$ cat config.mk
export PLATFORM = sky130hd
export DESIGN_NAME = spi_slave_shift
export DESIGN_NICKNAME = d
export VERILOG_FILES = /design/src/rtl/spi_slave_shift.sv
export SDC_FILE = /design/constraint.sdc
export NUM_CORES = 1
export LEC_CHECK = 0
export BUFFER_PORTS_ARGS = -buffer_cell sky130_fd_sc_hd__buf_2
export CORE_MARGIN = 3
export CORE_UTILIZATION = 48
export DETAILED_ROUTE_END_ITERATION = 10
export PLACE_DENSITY = 0.77
export SLEW_MARGIN = 20
export SYNTH_ARGS = -nofsm -noshare
export SYNTH_HDL_FRONTEND = slang
export SYNTH_SLANG_ARGS = --single-unit
$ cat constraint.sdc
create_clock -name clk_in -period 3 [get_ports clk_in]
set_input_delay 0.15 -clock clk_in [delete_from_list [all_inputs] [get_ports clk_in]]
set_output_delay 0.15 -clock clk_in [all_outputs]
set_load 0.02 [all_outputs]
$ cat src/rtl/spi_slave_shift.sv
// spi_slave_shift: SPI responder shifting CHAR_LEN-bit characters between mosi/miso and a parallel host port.
// All pins are oversampled in clk_in; sclk high and low times must each be at least 4 clk_in periods.
module spi_slave_shift #(
   parameter int CHAR_LEN = 8,
   parameter int CNT_W    = 5
) (
   input  logic                clk_in,
   input  logic                rst,
   input  logic                sclk,
   input  logic                ss_n,
   input  logic                mosi,
   output logic                miso,
   output logic                miso_oe,
   input  logic                cpol,
   input  logic                cpha,
   input  logic                lsb,
   input  logic [CHAR_LEN-1:0] tx_data,
   input  logic                tx_load,
   output logic                tx_empty,
   output logic [CHAR_LEN-1:0] rx_data,
   output logic                rx_valid,
   output logic                underrun,
   output logic                busy
);
   localparam logic [0:0] IDLE = 1'b0, ACTIVE = 1'b1;
   logic [0:0] state;
   logic [2:0] sclk_s;
   logic [1:0] ss_s, mosi_s;
   logic m_cpol, m_cpha, m_lsb;
   logic [CHAR_LEN-1:0] sr, tx_buf, sr_shift, reload_val;
   logic [CNT_W-1:0] cnt;
   logic rise, fall, lead, trail, start, stop, sample, launch, done, reload, first_bit;

   assign rise = sclk_s[1] & ~sclk_s[2];
   assign fall = ~sclk_s[1] & sclk_s[2];
   assign lead = m_cpol ? fall : rise;
   assign trail = m_cpol ? rise : fall;
   assign start = (state == IDLE) & ~ss_s[1];
   assign stop = (state == ACTIVE) & ss_s[1];
   assign sample = (state == ACTIVE) & ~ss_s[1] & (m_cpha ? trail : lead);
   assign launch = (state == ACTIVE) & ~ss_s[1] & (m_cpha ? lead : trail);
   assign done = sample & (cnt == CNT_W'(CHAR_LEN - 1));
   assign reload = start | done;
   assign sr_shift = m_lsb ? {mosi_s[1], sr[CHAR_LEN-1:1]} : {sr[CHAR_LEN-2:0], mosi_s[1]};
   // A load coinciding with a reload goes straight into the shift register
   assign reload_val = tx_load ? tx_data : (tx_empty ? '0 : tx_buf);
   assign first_bit = (start ? lsb : m_lsb) ? reload_val[0] : reload_val[CHAR_LEN-1];
   assign miso_oe = (state == ACTIVE);
   assign busy = (state == ACTIVE);

   always_ff @(posedge clk_in or negedge rst) begin
      if (!rst) begin
         sclk_s <= '0;
         ss_s <= '1;
         mosi_s <= '0;
         state <= IDLE;
         m_cpol <= 1'b0;
         m_cpha <= 1'b0;
         m_lsb <= 1'b0;
         sr <= '0;
         tx_buf <= '0;
         tx_empty <= 1'b1;
         cnt <= '0;
         miso <= 1'b0;
         rx_data <= '0;
         rx_valid <= 1'b0;
         underrun <= 1'b0;
      end else begin
         sclk_s <= {sclk_s[1:0], sclk};
         ss_s <= {ss_s[0], ss_n};
         mosi_s <= {mosi_s[0], mosi};
         rx_valid <= 1'b0;
         if (reload) tx_empty <= 1'b1;
         else if (tx_load) begin
            tx_buf <= tx_data;
            tx_empty <= 1'b0;
         end
         if (reload & ~tx_load & tx_empty) underrun <= 1'b1;
         if (start) begin
            state <= ACTIVE;
            m_cpol <= cpol;
            m_cpha <= cpha;
            m_lsb <= lsb;
            cnt <= '0;
            sr <= reload_val;
            miso <= first_bit;
         end else if (stop) begin
            state <= IDLE;
            cnt <= '0;
            miso <= 1'b0;
         end else if (done) begin
            cnt <= '0;
            rx_data <= sr_shift;
            rx_valid <= 1'b1;
            sr <= reload_val;
            if (!m_cpha) miso <= first_bit;
         end else if (sample) begin
            cnt <= cnt + CNT_W'(1);
            sr <= sr_shift;
         end else if (launch) miso <= m_lsb ? sr[0] : sr[CHAR_LEN-1];
      end
   end
endmodule

## Yosys cells after proc, flatten, opt, wreduce, memory -nomap -nowiden

Index checks and enable logic that the tools add are counted.

- Register bits: 44
- Word-level logic and storage cells: 79
- Input port bits: 17
- Output and inout bits: 14

- Bitwise logic cells: 19
- Equality and inequality tests: 4
- Add/subtract/negate cells: 1
- Multiplexer cells: 31
- Reduce and logical (&&, ||, !) cells: 9

Operators by type and width:

| cell | number |
|---|---|
| $mux W8 | 7 |
| $mux W1 | 20 |
| $mux W5 | 4 |
| $and A1 B1 Y1 | 10 |
| $not A1 Y1 | 8 |
| $reduce_bool A4 Y1 | 2 |
| $reduce_and A3 Y1 | 2 |
| $add A5 B1 Y5 const B | 1 |
| $eq A5 B3 Y1 const B | 1 |
| $ne A4 B3 Y1 const B | 1 |
| $ne A4 B4 Y1 const B | 1 |
| $reduce_and A2 Y1 | 2 |
| $reduce_bool A2 Y1 | 2 |
| $reduce_bool A3 Y1 | 1 |
| $ne A2 B2 Y1 const B | 1 |
| $or A1 B1 Y1 | 1 |

## Longest topological paths before layout

Gate-level depths: netlist (run 1).

- Word-level depth: 10
- Gate-level depth with buffers: 9

## Worst setup path after synthesis (run 1)

Ideal clock, no wire load.

- Path type: register to register
- Start point: register state, in the netlist busy
- End point: register tx_buf[0]
- Library setup time: 0.128 ns
- Data required time: 2.872 ns
- Setup slack: 1.115 ns
- Buffers on the path: 1
- Cell stages (with the launch flop): 8
- Arrival: 1.757 ns
- Cells stage by stage: dfrtp_1 ha_1 nand3b_1 mux2i_4 a21oi_2 and2_1 buf_2 mux2_1

- Longest elaborated chain between the ends: 6
- Elaborated cells between the ends (all ways): 8
- Classes of those cells: bitwise: 7; reduce/logical: 1

RTL lines:

| what | line | RTL |
|---|---|---|
| start: declaration | 26 | `logic [0:0] state;` |
| start signal: assignment | 56 | `state <= IDLE;` |
| start signal: assignment | 80 | `state <= ACTIVE;` |
| start signal: assignment | 88 | `state <= IDLE;` |
| $and A1 B1 Y1 (2 in a row) | 40 | `assign sample = (state == ACTIVE) & ~ss_s[1] & (m_cpha ? trail : lead);` |
| $and A1 B1 Y1 | 42 | `assign done = sample & (cnt == CNT_W'(CHAR_LEN - 1));` |
| $or A1 B1 Y1 (*) | 43 | `assign reload = start \| done;` |
| $not A1 Y1 (no line) (*) | -- |  |
| $reduce_and A2 Y1 (no line) (*) | -- |  |
| end signal: assignment | 75 | `tx_buf <= tx_data;` |
| end: declaration | 30 | `logic [CHAR_LEN-1:0] sr, tx_buf, sr_shift, reload_val;` |

Every way passes the cells marked *; elsewhere a longest branch is shown, timed or not.
A chain may end at the register's enable or synchronous reset.

## Worst setup path in the final report (run 1)

- Start point: register ss_s[1]
- End point: register tx_buf[2]

- Longest elaborated chain between the ends: 7
- Elaborated cells between the ends (all ways): 8
- Classes of those cells: bitwise: 7; reduce/logical: 1

RTL lines:

| what | line | RTL |
|---|---|---|
| start: declaration | 28 | `logic [1:0] ss_s, mosi_s;` |
| start signal: assignment | 70 | `ss_s <= {ss_s[0], ss_n};` |
| $not A1 Y1 (*) | 38, 40 |  |
| $and A1 B1 Y1 (2 in a row) | 40 |  |
| $and A1 B1 Y1 | 42 |  |
| $or A1 B1 Y1 (*) | 43 |  |
| $not A1 Y1 (no line) (*) | -- |  |
| $reduce_and A2 Y1 (no line) (*) | -- |  |

Marks and branches as above.

==> impl_metrics.ini, run 1 <==
[setup_path]
critPathKind = reg -> reg
r2r-start = ss_s[1]
cp.required_ps = 3180
arrival_ps = 2240
critPathCaptureType = flip-flop
crit_fanout = 8
reg2regPathDepth = 7
regToRegEndpoint = tx_buf[2]
startpoint_type = flip-flop
regToRegSetupSlack_ps = 940

[clocking]
cts_sinks = 44
cts_root_buffer = clkbuf_8
clock_path_buffers = 2
path_clk_slew_ps = 80
cts_max_level = 2
cts_buffers = 5
cts_tree = built
clkLatencyLatePin_ps = 290

[timing]
tns_ps = 0
slew_viol_final = 0
finalHoldViolations = 0
layout_min_cycle_time_ps = 2060
setup_viol = 0
max_slew_margin = 0.362
final.period_utilization = 0.687
max_freq_mhz = 485
skew_ps = 3.89
worst_pin_slew_ps = 957
rsz0062_at_grt = no

[yosys]
synthSimpleGateAreaFrac = 0.120
synthFlopType = dfrtp_1
synth_top_family_by_area = multiplexers
yosysTopAreaCell = dfrtp_1
async_reset_ff_frac = 1.00
synth_top_area_frac = 0.495
ys_ff_latch = 44
synth_nets = 202
synthXorXnorAreaFrac = 0.00785
ys_seq_area_frac = 0.533
synth_common_cells = dfrtp_1, nand2_1, mux2i_1
synth.most_common_cell = dfrtp_1
synth_fa_ha_area_frac = 0.0242
synth-compound-area-share = 0.121
synth-edff-count = 0
syn-cell-area_mm2 = 0.00207
synth_warnings = 0
synth_area_leaders = dfrtp_1, mux2_1, mux2i_1
syn_inst = 181
yosysUniqueCellTypes = 38
synthMuxAreaShare = 0.156
avgSynthCellArea_um2 = 11.4

[route]
drt_iter0_markers = 96
via_per_inst = 5.41
postRouteAntennaNets = 0
drcViolationCount = 0
routedWlPerCell_um = 14.3
vias = 1427
drt_first_pass_iters = 4
totalWireLength_um = 3770

[pwr]
p_clk_frac = 0.220
power_uw = 2000
p_int_uw = 1310
ir_drop_mv = 0.497
power.density_mw_per_mm2 = 840
swShare = 0.343
switching_power_uw = 687
seq_power_share = 0.440
p_leak_uw = 0.00111
combPwrFrac = 0.341

[finish]
register_area_mm2 = 0.00110
fin_area_mm2 = 0.00238
fillers = 345
synthToLayoutAreaGrowth_pct = 14.9
post-route-util = 0.583
drive_gt1_frac = 0.238
nNetsFinal = 234
finalNonFillerCells = 264
multi_input_area_um2 = 888
antenna_cells = 0

[die]
rows = 23
die_h_um = 71.7
ios = 31
coreArea_mm2 = 0.00409
initial_core_util = 0.507
dieWidth_um = 71.7
die-area_mm2 = 0.00514

[worst_hold_path]
hold_path.class = in -> async

[flow_run]
maxCapViolCount = 0

[place]
place_inst = 253
dpl.hpwl_um = 2750
dpl_cell_area_mm2 = 0.00224
port_buffers = 30
gp_congestion = 0.801

[status]
status = completed

[grt]
first_global_vias = 1424
gr-usage-all-layers = 0.165
antenna_found_initial = 0
grt_pass1_wl_um = 6620
grt_max_degree = 45
overflow = 0
==> critical path, cell delays in order, from the launching register on <==
cell and delay, ps:
dfstp_2 540, inv_1 50, ha_1 210, nand3b_1 140, mux2i_4 110, a21oi_2 180
and2_1 370, mux2_1 360
==> worst max-delay path by stage <==
stage | end | from
detailed placement | tx_buf[6] | ss_s[1]
global route | rx_data[3] | cnt[0]
CTS | tx_buf[6] | ss_s[1]
finish | tx_buf[2] | ss_s[1]
global placement | tx_buf[5] | ss_s[1]
floorplan | tx_buf[0] | busy
==> state kept, by name, indices dropped and copies added (netlist names) <==
| signal | flops |
|---|---|
| busy | 1 |
| sclk_s | 3 |
| mosi_s | 2 |
| m_cpha | 1 |
| m_cpol | 1 |
| ss_s | 2 |
| sr | 8 |
| miso | 1 |
| m_lsb | 1 |
| tx_empty | 1 |
| rx_data | 8 |
| underrun | 1 |
| cnt | 5 |
| rx_valid | 1 |
| tx_buf | 8 |
==> per-layer routing <==
metal / wire [um] / track usage
met1: 1820 / 0.238
met3: 209 / 0.0477
met5: 0 / 0
met4: 46 / 0.0501
met2: 1700 / 0.243
==> cell type report <==
type                       instances  area share
clock buffer                       6      0.0305
clock inverter                     2      0.0147
inverter                           6     0.00946
multi-input combinational        121       0.373
sequential                        44       0.464
tap                               50      0.0263
timing repair buffer              35      0.0820
==> cell families after synthesis <==
| logic type | after synthesis |
|---|---|
| buffers and inverters | 16 |
| DFF | 44 |
| muxes | 29 |
| xor gates and xnor gates | 1 |
| adders and majority gates | 4 |
| and+or+nand+nor | 50 |
| AOI/OAI and AO/OA | 37 |
==> what timing repair did <==
action / 4_1_cts / 5_1_grt
hold endpoints to repair: 3 / 0
hold buffers: 3 / 0
setup buffers: 0 / 0
resized for setup: 0 / 0
==> power by group through the flow <==
stage          logic [uW]  registers (uW)  clock network, uW
2_1_floorplan         550             862                  0
3_3_place_gp          667             881                  0
3_5_place_dp          681             891                  0
4_1_cts               689             878                451
5_1_grt               763             899                480
6_report              682             879                440
==> through the flow <==
step	worst slack [ps]	hold WS [ps]
floorplan	1120	-146
global placement	955	255
detailed placement	932	257
CTS	914	36.3
global route	755	71.1
finish	939	7.85
==> placed cells by master, fill, tap and decap left out, types with 3 or more instances in the layout <==
cell           count
mux2_2             5
nand2b_1           3
buf_2             30
a221oi_1           5
dlygate4sd3_1      3
and2_1             7
dfstp_2            3
mux2_1            11
nand3_1            3
clkbuf_8           5
mux2i_1           12
dfrtp_1           41
o31ai_1            6
nand2_1           23
o21ai_0            9
inv_1              6
nor2b_1            3
nor3_1             3
ha_1               4
o21ai_1            7
Note: power is estimated with default switching activity, not from simulation.
==> run 2: changes to the inputs <==
- clock period: 3 -> 1.95 ns (I/O delays scaled with it)
==> impl_metrics.ini, run 2 (same netlist as run 1, synthesis figures left out) <==
[grt]
grt_pass1_wl_um = 6610
gr-usage-all-layers = 0.166
first_global_vias = 1427
antenna_found_initial = 0
overflow = 0
grt_max_degree = 28

[setup_path]
critPathKind = reg -> reg
crit_fanout = 8
cp_cell_sequence = inv_1 -> ha_2 -> nand3b_1 -> mux2i_4 -> a21oi_4 -> and2_4 -> buf_12 -> mux2_1
crit_slowest_cell = dfstp_2
cp.required_ps = 2120
startpoint_type = flip-flop
slowest_delay_ps = 530
arrival_ps = 2050
critPathCaptureType = flip-flop

[timing]
layout_min_cycle_time_ps = 1870
slew_viol_final = 0
finalHoldViolations = 0
skew_ps = 7.00
max_freq_mhz = 534
worst_pin_slew_ps = 597
final.period_utilization = 0.961
max_slew_margin = 0.602
setup_viol = 0

[route]
routedWlPerCell_um = 14.0
vias = 1474
drt_iter0_markers = 43
totalWireLength_um = 3860
drt_first_pass_iters = 4
via_per_inst = 5.34
postRouteAntennaNets = 0
drcViolationCount = 0

[finish]
final_cell_mix = dfrtp_1, buf_2, nand2_1
nNetsFinal = 246
layout_commonest_cell = dfrtp_1
reg.largest.list = rx_data (8), sr (8), tx_buf (8)
finalNonFillerCells = 276
drive_gt1_frac = 0.305
fin_area_mm2 = 0.00250
antenna_cells = 0
post-route-util = 0.613
synthToLayoutAreaGrowth_pct = 20.8

[place]
gp_congestion = 0.742
port_buffers = 30
place_inst = 264
dpl_cell_area_mm2 = 0.00234
dpl.hpwl_um = 2780

[die]
rows = 23
die-area_mm2 = 0.00514
coreArea_mm2 = 0.00409
die_h_um = 71.7
ios = 31
initial_core_util = 0.507
dieWidth_um = 71.7

[clocking]
cts_root_buffer = clkbuf_8
cts_buffers = 5
clock_path_buffers = 2
cts_max_level = 2
clkLatencyLatePin_ps = 290
post_cts_buffers = 0
path_clk_slew_ps = 80
cts_tree = built
cts_sinks = 44

[status]
status = completed

[pwr]
ir_drop_mv = 0.732
power_uw = 3090
p_leak_uw = 0.00118
power.density_mw_per_mm2 = 1240

[flow_run]
maxCapViolCount = 0

[worst_hold_path]
hold_path.class = in -> reg
==> run 2: repair_timing <==
action	4_1_cts	5_1_grt
hold buffers	4	0
setup endpoints to repair	7	11
endpoints found under the hold margin	28	0
gates resized for setup	3	5
pin swaps	1	0
==> run 2: stage by stage <==
stage | setup slack (ps) | hold slack [ps] | setup TNS, ps
detailed placement | -5.90 | 140 | -14.3
CTS | 29.8 | 27.4 | 0
global placement | 57.8 | 143 | 0
finish | 77.0 | 37.4 | 0
global route | -11.1 | 30.8 | -31.2
floorplan | 65.4 | -198 | 0
==> run 2: final cells by class <==
class / count / area [um2]
fill: 349 / 1580
sequential: 44 / 1100
multi-input combinational: 121 / 917
timing repair buffer: 47 / 304
clock buffer: 6 / 82.6
tap: 50 / 62.6
inverter: 6 / 22.5
clock inverter: 2 / 10.0
==> run 2: worst paths after layout <==
check	start	endpoint	slack, ps	depth (start not counted)
min in group asynchronous	rst	cnt[4]	340	2
min	tx_data[6]	tx_buf[6]	40	2
max	ss_s[1]	tx_buf[0]	80	8
max reg2reg	ss_s[1]	tx_buf[0]	80	8
min reg2reg	sclk_s[0]	sclk_s[1]	360	0
max in group asynchronous	rst	ss_s[0]	950	3
==> run 2: power breakdown <==
part	internal, uW	leakage (uW)	total [uW]	switching [uW]
Combinational	593	0.000581	1190	598
Clock	283	0.0000510	575	293
Sequential	1140	0.000546	1330	183
==> run 2: worst max-delay path: cells and delay by family (launching register included) <==
family,cells,cell delay (ps)
DFF,1,530
muxes,2,430
and+or+nand+nor,2,290
adders and majority gates,1,180
buffers and inverters,2,170
AOI/OAI and AO/OA,1,160
==> run 2: routing by layer <==
layer	up-vias	GRT usage	part of all wire
li1	731	-	-
met1	704	0.229	0.46
met2	31	0.257	0.47
met3	8	0.0393	0.053
met4	0	0.0626	0.018
met5	-	0	0
